### src/rtl/decim_cic_pkg.sv
// Shared constants and helpers for the decim_cic 1-bit delta-sigma decimator:
// widths, saturation limits, the bit-to-sample map and the output saturator.
package decim_cic_pkg;

    localparam int DECIM_LOG2 = 4;
    localparam int ACC_W      = 2 + 3 * DECIM_LOG2;
    localparam int OUT_W      = 14;

    localparam int OUT_MAX = 8191;
    localparam int OUT_MIN = -8192;

    typedef logic        [ACC_W-1:0] acc_t;
    typedef logic signed [ACC_W:0]   wide_t;
    typedef logic signed [OUT_W-1:0] out_t;

    // ds_in = 1 maps to +1, ds_in = 0 maps to -1 (all ones in two's complement).
    localparam acc_t DS_POS = acc_t'(1);
    localparam acc_t DS_NEG = '1;

    function automatic logic out_of_range(input wide_t y);
        return (y > wide_t'(OUT_MAX)) || (y < wide_t'(OUT_MIN));
    endfunction

    function automatic out_t sat_out(input wide_t y);
        if (y > wide_t'(OUT_MAX)) begin
            return out_t'(OUT_MAX);
        end else if (y < wide_t'(OUT_MIN)) begin
            return out_t'(OUT_MIN);
        end
        return out_t'(y);
    endfunction

endpackage

### src/rtl/decim_cic_comb_stage.sv
// One CIC comb section: output is the input minus its value at the previous
// decimation strobe, all modulo 2^ACC_W.
module cic_comb_stage
    import decim_cic_pkg::*;
(
    input  logic             clock,
    input  logic             reset,
    input  logic             en,
    input  logic [ACC_W-1:0] din,
    output logic [ACC_W-1:0] dout
);

    logic [ACC_W-1:0] dz;

    always_ff @(posedge clock or negedge reset) begin
        if (!reset) begin
            dz <= '0;
        end else if (en) begin
            dz <= din;
        end
    end

    assign dout = din - dz;

endmodule

### src/rtl/decim_cic.sv
// Third-order CIC decimator (R = 16) turning the 1-bit modulator stream into
// 14-bit signed samples. Define DECIM_CLIP_EN to add the sticky clip_o flag.
module decim_cic
    import decim_cic_pkg::*;
(
    input  logic                    clock,
    input  logic                    reset,
    input  logic                    ds_in,
    input  logic                    sync_i,
    output logic signed [OUT_W-1:0] dout,
    output logic                    dout_valid
`ifdef DECIM_CLIP_EN
    ,
    output logic                    clip_o
`endif
);

    logic [DECIM_LOG2-1:0] phase_cnt;
    logic [ACC_W-1:0]      x;
    logic [ACC_W-1:0]      i1, i2, i3;
    logic [ACC_W-1:0]      c1, c2, c3;
    logic                  dec;
    wide_t                 y;

    assign x = ds_in ? DS_POS : DS_NEG;

    // Integrators wrap freely; the comb differences cancel the overflow.
    always_ff @(posedge clock or negedge reset) begin
        if (!reset) begin
            i1 <= '0;
            i2 <= '0;
            i3 <= '0;
        end else begin
            // NOTE: non-blocking updates make each stage see the previous stage's
            // pre-edge value, which is exactly the pipelined integrator chain.
            i1 <= i1 + x;
            i2 <= i2 + i1;
            i3 <= i3 + i2;
        end
    end

    always_ff @(posedge clock or negedge reset) begin
        if (!reset) begin
            phase_cnt <= '0;
        end else if (sync_i) begin
            phase_cnt <= '0;
        end else begin
            phase_cnt <= phase_cnt + DECIM_LOG2'(1);
        end
    end

    // A sync on the last phase wins: the strobe for that cycle is dropped.
    assign dec = (phase_cnt == '1) && !sync_i;

    cic_comb_stage u_comb1 (.clock(clock), .reset(reset), .en(dec), .din(i3), .dout(c1));
    cic_comb_stage u_comb2 (.clock(clock), .reset(reset), .en(dec), .din(c1), .dout(c2));
    cic_comb_stage u_comb3 (.clock(clock), .reset(reset), .en(dec), .din(c2), .dout(c3));

    // Gain R^3 = 4096 is doubled to reach the 14-bit full scale of the modulator input.
    assign y = wide_t'({c3, 1'b0});

    always_ff @(posedge clock or negedge reset) begin
        if (!reset) begin
            dout       <= '0;
            dout_valid <= 1'b0;
        end else begin
            dout_valid <= dec;
            if (dec) begin
                dout <= sat_out(y);
            end
        end
    end

`ifdef DECIM_CLIP_EN
    always_ff @(posedge clock or negedge reset) begin
        if (!reset) begin
            clip_o <= 1'b0;
        end else if (dec && out_of_range(y)) begin
            clip_o <= 1'b1;
        end
    end
`endif

endmodule

### config.mk
export PLATFORM = sky130hd
export DESIGN_NAME = decim_cic
export DESIGN_NICKNAME = d
export VERILOG_FILES = /design/src/rtl/decim_cic_pkg.sv /design/src/rtl/decim_cic_comb_stage.sv /design/src/rtl/decim_cic.sv
export SDC_FILE = /design/constraint.sdc
export NUM_CORES = 1
export LEC_CHECK = 0
export ABC_AREA = 0
export CAP_MARGIN = 0
export CORE_UTILIZATION = 68
export CTS_CLUSTER_SIZE = 20
export DETAILED_ROUTE_END_ITERATION = 12
export GPL_TIMING_DRIVEN = 0
export HOLD_SLACK_MARGIN = 0.06
export PLACE_DENSITY = 0.87
export SYNTH_ARGS = -nofsm -noshare
export SYNTH_HDL_FRONTEND = slang
export SYNTH_SLANG_ARGS = --single-unit
### constraint.sdc
create_clock -name clock -period 9 [get_ports clock]
set_input_delay 0.9 -clock clock [delete_from_list [all_inputs] [get_ports clock]]
set_output_delay 0.9 -clock clock [all_outputs]
set_load 0.02 [all_outputs]
==> results of run 1 <==
cell type report:
type	instances	area share, %
repair buffers	19	2.80
multi-input cells	543	53.1
flip-flops and latches	103	35.1
clock inverters	5	0.563
well taps	133	2.27
inverters	68	3.48
clock buffers	11	1.93
plain buffers	14	0.716
kinds of logic (layout without fill, tap and decap cells):
| logic type | count (synthesis) | after routing | synth area share, % |
|---|---|---|---|
| simple gates | 181 | 181 | 11.8 |
| compound gates | 202 | 202 | 19.3 |
| mux | 4 | 4 | 0.646 |
| fa+ha+maj | 85 | 85 | 16.3 |
| flops | 103 | 103 | 38.0 |
| buf+inv | 82 | 117 | 4.54 |
| xor+xnor | 71 | 71 | 9.28 |
cells in the final DEF (no fill, tap or decap), types with 17 or more instances in the layout:
cell type / count
a21oi_1: 52
clkdlybuf4s50_1: 17
dfrtp_1: 103
ha_1: 79
inv_1: 68
nand2_1: 78
nor2_1: 48
o21ai_0: 47
o21ai_1: 20
xnor2_1: 58
sequential cells by signal (all words and copies together), names as in the netlist:
register and flops:
dout 14, dout_valid 1, i1 14, i2 14, i3 14, phase_cnt 4, u_comb1.dz 14, u_comb2.dz 14
u_comb3.dz 14
layer usage:
| metal | global-route usage, % | wire, µm |
|---|---|---|
| met5 | 0 | 0 |
| met3 | 4.45 | 485 |
| met4 | 14.3 | 463 |
| met1 | 31.0 | 5450 |
| met2 | 52.6 | 6990 |
worst paths after layout:
kind                                        start                        end  slack [ps]  depth (start not counted)
max                               i3[0]$_DFF_PN0_        dout[7]$_DFFE_PN0P_        2750                         28
min                                         reset        dout[1]$_DFFE_PN0P_         460                          1
max reg2reg                       i3[0]$_DFF_PN0_        dout[7]$_DFFE_PN0P_        2750                         28
min reg2reg                phase_cnt[0]$_DFF_PN0_     phase_cnt[0]$_DFF_PN0_         480                          1
max in group asynchronous                   reset  u_comb2.dz[4]$_DFFE_PN0P_        7810                          2
min in group clock         phase_cnt[0]$_DFF_PN0_     phase_cnt[0]$_DFF_PN0_         480                          1
critical path, delay by kind of cell, from the launching register on:
| kind | cells | cell delay (ps) |
|---|---|---|
| adders and majority gates | 5 | 1640 |
| and+or+nand+nor | 6 | 1120 |
| buffers and inverters | 3 | 510 |
| xor gates and xnor gates | 3 | 530 |
| DFF | 1 | 400 |
| AOI/OAI and AO/OA | 11 | 1940 |
power by group:
part	internal (mW)	switching [mW]	total [mW]	leakage, nW
registers	0.580	0.0823	0.662	1.17
clock network	0.110	0.162	0.273	0.0861
logic	0.839	1.00	1.84	2.28
metrics by stage:
stage	hold WS (ps)	setup WS (ps)	instances
2_1_floorplan	422	3770	728
3_3_place_gp	437	3000	879
3_5_place_dp	467	2820	880
4_1_cts	474	2790	896
5_1_grt	491	2230	896
6_report	458	2750	896
==> impl_metrics.toml, run 1 <==
[layout]
drive_gt1_share_pct = 4.19
area_delta_synth_final_pct = 8.17
final_area_um2 = 7330
multi_input_comb_area_um2 = 3890
nets = 847
register_area_um2 = 2580
fill_cells = 674
fin_util_pct = 75.4
antenna_cells = 0

[timing]
fmax_ghz = 0.160
period_share_pct = 69.4
hold_viol = 0
slew_headroom_pct = 59.8
finalCriticalPeriod_ps = 6250
tns_ps = 0
slew_violations = 0
worst_pin_slew_ps = 604
fin_skew_ps = 16.7
finalSetupViolCount = 0
rsz0062_at_grt = "no"

[worst_setup_path]
critPathSlowestCell = "dfrtp_1"
end_kind = "flop"
crit_path_max_incr_delay_ps = 400
crit_fanout = 10
crit_required_ps = 9280
worstSetupPathType = "reg2reg"
worstSetupStartpointType = "flop"
cp.arrival_ps = 6530

[clock_tree]
cts_sinks = 103
clk_latency_ps = 370
cts_buffer_depth = 2
cts-resized-gates = 0
hold_buffers = 0
cts_tree = "yes"
clock-root-buffer = "clkbuf_8"
post_cts_buffers = 0
tritoncts.num_buffers = 9
cts.clk_slew.worst_paths_ps = 110
h-tree-depth = 3

[grt]
grt.total_usage_pct = 28.2
grt_overflow_total = 0
antenna_found_initial = 0
grt_pass1_wl_um = 23000
grt_pass1_vias = 5340
grt_max_degree = 70

[logic_synthesis]
syn_area_per_cell_um2 = 9.31
syn-num-nets = 817
synth.distinct_cells = 60
yosysMostFrequentCell = "dfrtp_1"
synthTopCellsByArea = "dfrtp_1 (38%), ha_1 (15%), xnor2_1 (7.5%), nand2_1 (4.3%), a21oi_1 (3.8%)"
ys_ff_latch = 103
ys.flop_type = "dfrtp_1"
synth_edf_count = 0
synthTopCellsByCount = "dfrtp_1 (103), ha_1 (79), nand2_1 (78), inv_1 (68), xnor2_1 (58)"
synth_top_cell_area_share_pct = 38.0
syn_inst = 728
synth_sequential_area_ratio_pct = 38.0
syn-cell-area_um2 = 6780
synthArstFlopShare_pct = 100
ys.warnings.count = 0
yosysTopAreaCell = "dfrtp_1"

[power_and_ir_drop]
ir_worst_vdd_mv = 0.255
p_total_mw = 2.78
power_leakage_nw = 3.53
power_density_nw_per_um2 = 379

[detailed_routing]
wl_per_cell_um = 14.9
num_vias = 5267
drt_iter0_drc = 178
via_per_inst = 5.88
postRouteAntennaNets = 0
first_pass_iters = 5
routed_wl_um = 13400
remaining_drc_errors = 0

[floorplan]
coreArea_um2 = 9730
die_h_um = 102
design.die.area_um2 = 10400
die_x_um = 102
initial_core_util_pct = 69.7
row_count = 36
io_pins = 19

[place]
place_area_um2 = 7150
place_hpwl_um = 10200
finalWeightedCongestion = 0.875
io_buffers = 18

[worst_hold_path]
min_path_type = "in2async"

[flow_run]
maxCapViolations = 0

[run_status]
status = "finished clean"
Note: power is estimated with default switching activity, not from simulation.
==> run 2, diff against run 1 <==
CORE_UTILIZATION = 63   (was 68)
PLACE_DENSITY = 0.81   (was 0.87)
clock period = 5.9 ns   (was 9 ns; I/O delays follow)
==> impl_metrics.toml, run 2 (synthesis gave the netlist of run 1 again) <==
[detailed_routing]
routed_wl_um = 13600
remaining_drc_errors = 0
num_vias = 5261
first_pass_iters = 5
drt_iter0_drc = 250
via_per_inst = 5.83
postRouteAntennaNets = 0
wl_per_cell_um = 15.1

[timing]
worst_pin_slew_ps = 583
finalSetupViolCount = 0
slew_violations = 0
fmax_ghz = 0.181
fin_skew_ps = 11.5
period_share_pct = 93.5
finalCriticalPeriod_ps = 5520
hold_viol = 0
setup_slack_ps = 383
slew_headroom_pct = 61.1

[grt]
grt_pass1_vias = 5438
grt_overflow_total = 0
use_met2_pct = 50.2
grt.met1_usage_pct = 27.7
grt_util_met3_pct = 3.22
grt_pass1_wl_um = 23200
grt.total_usage_pct = 26.0
grt_max_degree = 74
grt.busiest_layer = "met2"
antenna_found_initial = 0

[floorplan]
die_h_um = 106
design.die.area_um2 = 11200
die_x_um = 106
initial_core_util_pct = 65.4
coreArea_um2 = 10400
io_pins = 19
row_count = 37

[worst_setup_path]
worstSetupPathType = "reg2reg"
worstSetupStartpointType = "flop"
r2r_start = "i3[0]$_DFF_PN0_"
cp.arrival_ps = 5810
end_kind = "flop"
crit_fanout = 10
crit_required_ps = 6190
cp-startpoint = "i3[0]$_DFF_PN0_"

[clock_tree]
clk_latency_ps = 390
clock-root-buffer = "clkbuf_8"
cts_buffer_depth = 2
cts_tree = "yes"
cts_sinks = 103
h-tree-depth = 3
tritoncts.num_buffers = 9
cts.clk_slew.worst_paths_ps = 100

[layout]
fin_util_pct = 71.8
area_delta_synth_final_pct = 9.84
final_cell_mix = "dfrtp_1 (103), nand2_1 (78), ha_1 (76)"
nets = 851
antenna_cells = 0
drive_gt1_share_pct = 6.91
fill_cells = 765
final_common_cell = "dfrtp_1"
final_area_um2 = 7450

[place]
io_buffers = 18
finalWeightedCongestion = 0.826
pre_cts_ws_ps = -188
place_area_um2 = 7160
place_hpwl_um = 10300

[run_status]
status = "finished clean"

[flow_run]
maxCapViolations = 0

[power_and_ir_drop]
power_density_nw_per_um2 = 592
power_leakage_nw = 3.57
p_total_mw = 4.41
ir_worst_vdd_mv = 0.363

[worst_hold_path]
min_path_type = "in2async"
run 2: changes by cell type in the layout (fill, tap and decap cells not counted), moves of 2 or more:
cell	previous run	this run
a21oi_1	52	48
buf_4	1	5
a21oi_2	1	5
nor2b_1	14	11
ha_1	79	76
ha_2	0	2
nor2b_2	0	3
nor2_1	48	46
run 2: timing repair:
action | CTS | global route
endpoints found under the setup margin | 11 | 13
hold endpoints to repair | 0 | 0
pin swaps | 1 | 7
buffers inserted | 1 | 3
hold buffers | 0 | 0
gates resized for setup | 5 | 20
run 2: where the power goes:
group	switching (mW)	leakage, nW	internal [mW]
Combinational	1.59	2.32	1.39
Sequential	0.126	1.17	0.884
Clock	0.253	0.0788	0.166
Total	1.97	3.57	2.44
run 2: layout make-up:
cell class | count | area, µm² | area share [%]
multi-input combinational | 543 | 3970 | 53.3
clock buffer | 12 | 145 | 1.95
inverter | 68 | 255 | 3.43
sequential | 103 | 2580 | 34.6
clock inverter | 4 | 31.3 | 0.420
buffer | 14 | 61.3 | 0.823
timing repair buffer | 23 | 235 | 3.16
tap | 136 | 170 | 2.28
run 2: final timing paths:
| path | endpoint | slack [ps] | cells past startpoint |
|---|---|---|---|
| max in group asynchronous | u_comb2.dz[12]$_DFFE_PN0P_ | 5080 | 2 |
| setup / recovery | dout[7]$_DFFE_PN0P_ | 380 | 26 |
| min in group clock | phase_cnt[0]$_DFF_PN0_ | 460 | 1 |
| setup reg to reg | dout[7]$_DFFE_PN0P_ | 380 | 26 |
| hold reg to reg | phase_cnt[0]$_DFF_PN0_ | 460 | 1 |
| hold / removal | dout[11]$_DFFE_PN0P_ | 130 | 1 |
run 2: critical path, cell delays in order, from the launching register on:
cell      delay (ps)
dfrtp_1          390
inv_1            100
ha_1             180
inv_1             60
fa_1             540
inv_1             80
fa_1             430
nor2b_1          160
o21ai_1          110
a21oi_2          190
o21ai_1          120
nor2b_2          190
o21bai_1         230
a21oi_2          110
xnor2_1          130
ha_1             360
nand3_1          100
a211o_1          300
a311oi_4         290
and4b_1          260
a311oi_2          60
xnor2_2          220
ha_4             260
nor2b_2          170
buf_6            160
a21oi_1           50
o21ai_0          180
run 2: layer usage:
layer | up-vias | wire [µm]
met5 | - | 0
met4 | 0 | 362
met3 | 35 | 495
met2 | 99 | 7270
met1 | 2532 | 5500
li1 | 2595 | -
run 2: metrics by stage:
stage / setup TNS (ps) / std cells / hold WS [ps]
floorplan: 0 / 728 / 294
global placement: -3.95 / 882 / 438
detailed placement: -1280 / 883 / 454
CTS: 0 / 900 / 144
global route: -7.32 / 903 / 165
finish: 0 / 903 / 131
==> run 3, diff against run 2 <==
GPL_TIMING_DRIVEN = default   (was 0)
==> impl_metrics.toml, run 3 (synthesis gave the netlist of run 1 again) <==
[worst_setup_path]
worstSetupStartpointType = "flop"
end_kind = "flop"
worst-path-buf-inv = 3
crit_top_cell = "a21oi_1"
crit_fanout = 15
cp.arrival_ps = 5790
cp_top_family = "compound AO/OA/AOI/OAI gates"
crit_cells = 28
crit_required_ps = 6170
worstSetupPathType = "reg2reg"
reg2regPathDepth = 28
crit_path_max_incr_delay_ps = 400
critPathSlowestCell = "dfrtp_1"

[place]
place_hpwl_um = 9310
place_area_um2 = 7100
pre_cts_ws_ps = 90.6
io_buffers = 18
finalWeightedCongestion = 0.823

[layout]
final_common_cell = "dfrtp_1"
multi_input_comb_area_um2 = 3950
register_area_um2 = 2580
antenna_cells = 0
final_area_um2 = 7360
area_delta_synth_final_pct = 8.56
nets = 837
final_cell_mix = "dfrtp_1 (103), nand2_1 (78), ha_1 (76)"
drive_gt1_share_pct = 6.77
fill_cells = 808

[timing]
finalCriticalPeriod_ps = 5530
hold_viol = 0
period_share_pct = 93.7
fmax_ghz = 0.181
fin_skew_ps = 8.56
slew_headroom_pct = 28.7
slew_violations = 0
setup_slack_ps = 372
finalSetupViolCount = 0
worst_pin_slew_ps = 1070

[grt]
grt_max_degree = 76
grt_pass1_vias = 5247
antenna_found_initial = 0
grt_pass1_wl_um = 22500
grt_overflow_total = 0
grt.total_usage_pct = 24.9

[flow_run]
maxCapViolations = 0

[run_status]
status = "finished clean"

[detailed_routing]
via_per_inst = 5.71
first_pass_iters = 4
routed_wl_um = 12500
drt_iter0_drc = 169
postRouteAntennaNets = 0
remaining_drc_errors = 0
wl_per_cell_um = 14.0
num_vias = 5074

[clock_tree]
h-tree-depth = 3
tritoncts.num_buffers = 9
clock-root-buffer = "clkbuf_8"
cts_tree = "yes"
cts_sinks = 103
hold_buffers = 0
cts.clk_slew.worst_paths_ps = 100
cts_buffer_depth = 2
clk_latency_ps = 390

[power_and_ir_drop]
ir_worst_vdd_mv = 0.660
power_leakage_nw = 3.54
p_total_mw = 4.33
power_density_nw_per_um2 = 588

[floorplan]
die_h_um = 106
die_x_um = 106
initial_core_util_pct = 65.4
io_pins = 19
design.die.area_um2 = 11200
row_count = 37
coreArea_um2 = 10400

[worst_hold_path]
min_path_type = "in2async"
-- run 3: worst paths after layout --
path	start	to	slack (ps)
min in group clock	phase_cnt[0]$_DFF_PN0_	phase_cnt[0]$_DFF_PN0_	470
setup / recovery	i3[0]$_DFF_PN0_	dout[2]$_DFFE_PN0P_	370
setup reg to reg	i3[0]$_DFF_PN0_	dout[2]$_DFFE_PN0P_	370
hold reg to reg	phase_cnt[0]$_DFF_PN0_	phase_cnt[0]$_DFF_PN0_	470
hold / removal	reset	dout[3]$_DFFE_PN0P_	120
max in group asynchronous	reset	i1[4]$_DFF_PN0_	4570
-- run 3: area by class of cell --
type / instances / share of cell area, %
clock buffers: 11 / 2.06
inverters: 68 / 3.47
flip-flops and latches: 103 / 35.0
multi-input cells: 543 / 53.7
clock inverters: 5 / 0.527
repair buffers: 23 / 2.92
well taps: 136 / 2.31
-- run 3: layer usage --
| layer | global-route usage [%] | routed length [µm] | vias up |
|---|---|---|---|
| li1 | - | - | 2559 |
| met1 | 28.6 | 5360 | 2442 |
| met2 | 46.0 | 6640 | 55 |
| met3 | 3.40 | 214 | 18 |
| met4 | 10.3 | 234 | 0 |
| met5 | 0 | 0 | - |
-- run 3: through the flow --
stage	util, %	TNS (ps)	hold slack (ps)	std cells
after floorplan	-	0	294	728
after global placement	68.4	0	439	871
after detailed placement	68.4	0	469	871
after CTS	70.3	0	142	887
after global routing	71.0	-73.5	153	889
final	71.0	0	124	889
-- run 3: power breakdown --
part / internal, mW / switching [mW] / total, mW
combinational: 1.35 / 1.53 / 2.88
clock: 0.180 / 0.258 / 0.437
sequential: 0.884 / 0.122 / 1.01
-- run 3: what timing repair did --
item / in CTS / in global routing
endpoints found under the setup margin: 0 / 13
gates resized for setup: 0 / 14
buffers inserted: 0 / 2
